### src/rtl/mux_rr_param.sv
// mux_rr_param: NCH-channel word multiplexer with a registered output stage.
//
// Build options:
//   MUX_RR_PARAM_ROUND_ROBIN_EN defined   -> round-robin arbitration.
//                                             selector is ignored and sel_err stays 0.
//   MUX_RR_PARAM_ROUND_ROBIN_EN undefined -> fixed-select mode (default).
//                                             The channel is picked by selector.
//
// Parameters:
//   WIDTH  data bits per channel (1..32)
//   NCH    number of input channels (2..8)
//   SELW   grant index width, 2**SELW >= NCH
//
// Ports:
//   clk            sole clock, rising edge
//   reset          synchronous, active-high
//   in_data        channel k data at [k*WIDTH +: WIDTH]
//   in_valid       bit k high = channel k holds a word
//   selector       channel index used in fixed-select mode
//   out_ready      downstream can accept a word this cycle
//   pop            combinational one-hot, channel word consumed this cycle
//   data_out       registered word; 0 when there was no transfer
//   valid_bit_out  registered; high = data_out is a new word
//   sel_out        registered index of the last delivering channel
//   sel_err        registered sticky flag: out-of-range selector seen
module mux_rr_param #(
  parameter int WIDTH = 4,
  parameter int NCH   = 4,
  parameter int SELW  = 2
) (
  input  logic                 clk,
  input  logic                 reset,
  input  logic [NCH*WIDTH-1:0] in_data,
  input  logic [NCH-1:0]       in_valid,
  input  logic [SELW-1:0]      selector,
  input  logic                 out_ready,
  output logic [NCH-1:0]       pop,
  output logic [WIDTH-1:0]     data_out,
  output logic                 valid_bit_out,
  output logic [SELW-1:0]      sel_out,
  output logic                 sel_err
);

  logic             w_grant_vld;
  logic [SELW-1:0]  w_grant_idx;
  logic             w_xfer;
  logic [WIDTH-1:0] w_data;

  logic [WIDTH-1:0] r_data;
  logic             r_valid;
  logic [SELW-1:0]  r_sel;
  logic             r_sel_err;

`ifdef MUX_RR_PARAM_ROUND_ROBIN_EN
  logic [SELW-1:0]  r_last;
  int               w_cand;
  logic             w_unused_sel;

  assign w_unused_sel = ^selector;

  // The search runs from the farthest offset down to the nearest one.
  // The nearest valid channel after r_last is assigned last, so it wins.
  always_comb begin
    w_grant_vld = 1'b0;
    w_grant_idx = '0;
    w_cand      = 0;
    for (int off = NCH; off >= 1; off--) begin
      w_cand = int'(r_last) + off;
      if (w_cand >= NCH) w_cand = w_cand - NCH;
      if (in_valid[w_cand]) begin
        w_grant_vld = 1'b1;
        w_grant_idx = SELW'(w_cand);
      end
    end
  end
`else
  always_comb begin
    w_grant_vld = 1'b0;
    w_grant_idx = '0;
    for (int k = 0; k < NCH; k++) begin
      if (selector == SELW'(k) && in_valid[k]) begin
        w_grant_vld = 1'b1;
        w_grant_idx = SELW'(k);
      end
    end
  end
`endif

  assign w_xfer = w_grant_vld & out_ready & ~reset;

  always_comb begin
    pop    = '0;
    w_data = '0;
    for (int k = 0; k < NCH; k++) begin
      if (w_grant_idx == SELW'(k)) begin
        pop[k] = w_xfer;
        w_data = in_data[k*WIDTH +: WIDTH];
      end
    end
  end

  always_ff @(posedge clk) begin
    if (reset) begin
      r_data    <= '0;
      r_valid   <= 1'b0;
      r_sel     <= '0;
      r_sel_err <= 1'b0;
`ifdef MUX_RR_PARAM_ROUND_ROBIN_EN
      // Starting from NCH-1 lets channel 0 win the first arbitration.
      r_last    <= SELW'(NCH - 1);
`endif
    end else begin
      r_valid <= w_xfer;
      r_data  <= w_xfer ? w_data : '0;
      if (w_xfer) r_sel <= w_grant_idx;
`ifdef MUX_RR_PARAM_ROUND_ROBIN_EN
      if (w_xfer) r_last <= w_grant_idx;
      r_sel_err <= 1'b0;
`else
      if (out_ready && int'(selector) >= NCH) r_sel_err <= 1'b1;
`endif
    end
  end

  assign data_out      = r_data;
  assign valid_bit_out = r_valid;
  assign sel_out       = r_sel;
  assign sel_err       = r_sel_err;

endmodule

### config.mk
export PLATFORM = sky130hd
export DESIGN_NAME = mux_rr_param
export DESIGN_NICKNAME = d
export VERILOG_FILES = /design/src/rtl/mux_rr_param.sv
export SDC_FILE = /design/constraint.sdc
export NUM_CORES = 1
export LEC_CHECK = 0
export ABC_AREA = 1
export CAP_MARGIN = 20
export CORE_UTILIZATION = 33
export CTS_CLUSTER_SIZE = 28
export DETAILED_ROUTE_END_ITERATION = 7
export PLACE_DENSITY = 0.73
export SYNTH_ARGS = -nofsm -noshare
export SYNTH_HDL_FRONTEND = slang
export SYNTH_SLANG_ARGS = --single-unit
### constraint.sdc
create_clock -name clk -period 0.96 [get_ports clk]
set_input_delay 0.096 -clock clk [delete_from_list [all_inputs] [get_ports clk]]
set_output_delay 0.096 -clock clk [all_outputs]
set_load 0.05 [all_outputs]
## After elaboration in Yosys (flattened, before gate mapping)

Cells that the tools add are included.

| word-level totals | value |
|---|---|
| logic and storage cells | 35 |
| register bits | 7 |
| output and inout bits | 12 |

| cells by class | value |
|---|---|
| multiplexer cells | 15 |
| equality and inequality tests | 6 |
| reduce and logical (&&, ||, !) cells | 7 |
| bitwise operators | 4 |

Operators by type and width:

| cell | number |
|---|---|
| 2-to-1 mux 4 bit | 4 |
| 2-to-1 mux 1 bit | 9 |
| equality test 2 bit (second input constant) | 4 |
| equality test 2 x 1 -> 1 bit (second input constant) | 2 |
| logical AND 1 bit | 4 |
| logical NOT 2 bit | 2 |
| 2-to-1 mux 2 bit | 2 |
| bitwise AND 1 bit | 2 |
| NOT 1 bit | 2 |
| OR reduction 2 bit | 1 |

## Longest topological paths before layout

| depth | value |
|---|---|
| word-level depth | 10 |
| gate-level depth with buffers | 9 |
| gate-level depth less buffers | 9 |

## Worst setup path after synthesis

OpenSTA, ideal clock, no wires.

| timing path | value |
|---|---|
| path type | input -> output |
| start point | input port selector[0] |
| end point | output port pop[2] |
| slack | -268 ps |
| stages on the path | 5 |
| arrival | 1132 ps |
| required time | 864 ps |
| cells stage by stage | inv_2 > nand3_4 > nand2_4 > o21ai_4 > nor2_1 |

| between the ends | value |
|---|---|
| longest elaborated chain between the ends | 9 |
| elaborated cells between the ends (all ways) | 19 |
| classes of those cells | eq/ne (4); mux (8); bitwise (2); reduce/logical (5) |

RTL lines:

| element | line | text |
|---|---|---|
| from (decl) | 35 | `input logic [SELW-1:0] selector,` |
| logical NOT 2 bit | 81 | `if (selector == SELW'(k) && in_valid[k]) begin` |
| logical AND 1 bit | 81 |  |
| 2-to-1 mux 1 bit (4 in series) | 81 |  |
| bitwise AND 1 bit (2 in series) | 89 | `assign w_xfer = w_grant_vld & out_ready & ~reset;` |
| 2-to-1 mux 1 bit (*) | 95 | `if (w_grant_idx == SELW'(k)) begin` |
| to (decl) | 37 | `output logic [NCH-1:0] pop,` |

Every way passes the cells marked *; elsewhere a longest branch is shown, timed or not.

## Worst setup path in the final report

| timing path | value |
|---|---|
| start point | input port selector[0] |
| end point | output port pop[1] |

The elaborated chain is that of the path after synthesis.

==> results.md <==
- Core area: about 0.0014 mm²
- Die ar.: 0.00174 mm²
- Remaining antenna violation count: 0
- IO buf count: 35
- Fin util: 0.913
- Die span in x: roughly 42 µm
- Syn Area/Cell: about 6.4 µm²
- Top delay family on crit path: buffers and inverters
- Initial antenna violation count: 0
- Area Overhead vs Synth: 143%
- VDD IR max: between 0.0005 and 0.0006 V
- Setup CP Type: input port to output pin
- First-pass GRT wire length: 3410 µm
- FF-to-FF End: sel_out[0]
- Nets@finish: roughly 160
- Synth top area share: 0.269
- PwrDens: between 800 and 900 mW/mm²
- Row cnt: 13
- Yosys cell types: 16
- Max_cap viols: 0
- Vias/cell: between 5 and 6
- Layout Skew: 0 ps
- DR DRC count: 0
- Largest net degree at the start of global routing: 10
- Post-Syn Nets: ~110
- Overall Power: 1.08 mW
- Max clock buf depth: 2
- CP arrival: between 900 and 1000 ps
- TritonCTS clock tree: yes
- CP required: 860 ps
- Commonest non-fill, non-tap cells in the layout: nand2_1 (24), buf_4 (17), clkdlybuf4s50_1 (16)
- Worst Reg-to-Reg Cells: 4
- Synthesized flop and latch total: 7
- Layout cells sized above 1: 0.507
- Drt total wl: 2570 µm
- Fmax: 940 MHz
- Worst Min Path Start: reset
- Cell taking the most area after synthesis: dfxtp_1
- Detailed-route wire length per cell: ~17 µm
- Fin crit share: 1.11
- Outcome: complete, but fails checks
- Clk slew on worst S/H paths: 50 ps
- Mapped cell area: 520 µm²
- Starting Density: 0.376
- Total GRT Usage: 0.254
- # clock sinks: 7
- CTS root buf: clkbuf_4
- Final HPWL DP: around 1200 µm
- Yosys warns: 0
- Crit path largest cell delay: 170 ps
- CP dominant cell by count: buf_12
- Vias in the first global route: around 740
- Post-DP Area: approximately 0.0011 mm²
- Final hold violations: 0
- Commonest non-fill, non-tap cell in the layout: nand2_1
- Critical Path Source Type: input port
- Design Area, Final: between 0.001 and 0.0015 mm²
- Slowest CP cell: o21ai_4
- Final Max Slew Viols: 0
- Hold path cells: 3
- Sequential area share after synthesis: 0.269
- Worst hold-check path type: input port to register
- Chip height: roughly 42 µm
- Clk_lat worst skew: around 250 ps
- H-tree levels: 1
- First-pass DRT Iterations: 5
- Final WS setup: -104 ps
- Worst Hold Path EP: sel_out[1]
- Number of buffers and inverters on the critical path: 5
- RSZ-0062 raised after global routing: yes
- ANT cells: 0
- Crit-path cells: buf_12, inv_12, nand3_4, nand2_4, o21ai_4, inv_2, nand2_2, clkinvlp_4, buf_12
- Ports: 37
- Minimum clock period: approximately 1100 ps
- Largest fanout on the critical path: 3
- DR iter-0 viols: 48
- Via Count: ~820
- Gpl congestion: around 0.77
- Worst setup EP type: output pin
- Grt ovf: 0
- Post-Syn Instances: about 80
- Top cells by area, synth: dfxtp_1 (27%), nand2_1 (19%), inv_1 (7.9%)
- Fillers: 51
- RR Startpoint: sel_out[0]
- Violated checks: setup timing
- Final setup vio count: 7
- Num CTS Buffers: 3
- Static leakage power: ~0.6 nW
- Reg2Reg Setup Slack: approximately 230 ps
==> Yosys cell counts <==
cell / instances
nor2_4: 1
nand3_1: 2
conb_1: 1
inv_1: 11
nand2_1: 26
nand3_4: 1
nor2_1: 9
nor2_2: 3
nand2_2: 3
inv_2: 4
dfxtp_1: 7
o21ai_4: 1
nand4_1: 6
nand3_2: 4
nand2_4: 1
buf_4: 1
==> metrics by stage <==
| step | hold WS (ps) | instances | worst slack, ps | TNS [ps] |
|---|---|---|---|---|
| after floorplan | 163 | 81 | -24.1 | -87.3 |
| after global placement | 543 | 142 | -596 | -5660 |
| after detailed placement | 544 | 142 | -642 | -6050 |
| after CTS | 155 | 151 | -89.5 | -132 |
| after global routing | 160 | 153 | -141 | -475 |
| final | 158 | 153 | -104 | -323 |
==> how the worst max path moves through the flow <==
stage	endpoint	cells after the start	from
floorplan	pop[1]	7	selector[0]
global placement	pop[1]	9	selector[1]
CTS	pop[1]	9	selector[0]
global route	pop[1]	9	selector[0]
finish	pop[1]	9	selector[0]
detailed placement	pop[1]	9	selector[1]
==> per-layer routing <==
metal,share of wire,up-vias,track usage,wire [µm]
met3,0.092,23,0.0391,236
met4,0.065,0,0.142,166
met1,0.33,363,0.271,858
met5,0,-,0,0
met2,0.51,78,0.469,1310
li1,-,360,-,-
==> cells by family (layout without fill, tap and decap cells) <==
| kind of cell | Yosys count | in the layout | synth area share |
|---|---|---|---|
| flip-flops | 7 | 7 | 0.269 |
| AND/OR/NAND/NOR | 56 | 56 | 0.570 |
| buffers and inverters | 16 | 73 | 0.123 |
| other | 1 | 1 | 0.00720 |
| AO/OA/AOI/OAI | 1 | 1 | 0.0313 |
==> registers in the layout, summed over array words and instances (netlist names) <==
name and cells:
data_out 4, valid_bit_out 1, sel_out 2
==> worst register-to-register path: cells and delay by family (launching register included) <==
kind,cells,cell delay [ps]
buffers and inverters,1,70
flip-flops,1,380
AND/OR/NAND/NOR,3,210
==> timing repair <==
action	CTS	global route
pin swaps	11	10
endpoints found under the setup margin	11	9
setup buffers	6	2
hold buffers	0	0
gates resized for setup	55	6
endpoints found under the hold margin	0	0
==> area by class of cell <==
type	instances	area, µm²	area share
Timing Repair Buffer	54	601	0.476
Multi-Input combinational cell	58	397	0.314
Sequential cell	7	140	0.111
Inverter	15	80.1	0.0634
Clock buffer	4	26.3	0.0208
Tap cell	15	18.8	0.0149
==> report_power, final <==
| part | internal (mW) | switching, mW | total, mW |
|---|---|---|---|
| Sequential | 0.304 | 0.0113 | 0.315 |
| Clock | 0.159 | 0.110 | 0.269 |
| Combinational | 0.243 | 0.248 | 0.491 |
| Total | 0.706 | 0.369 | 1.08 |
(Power assumes the default switching activity.)
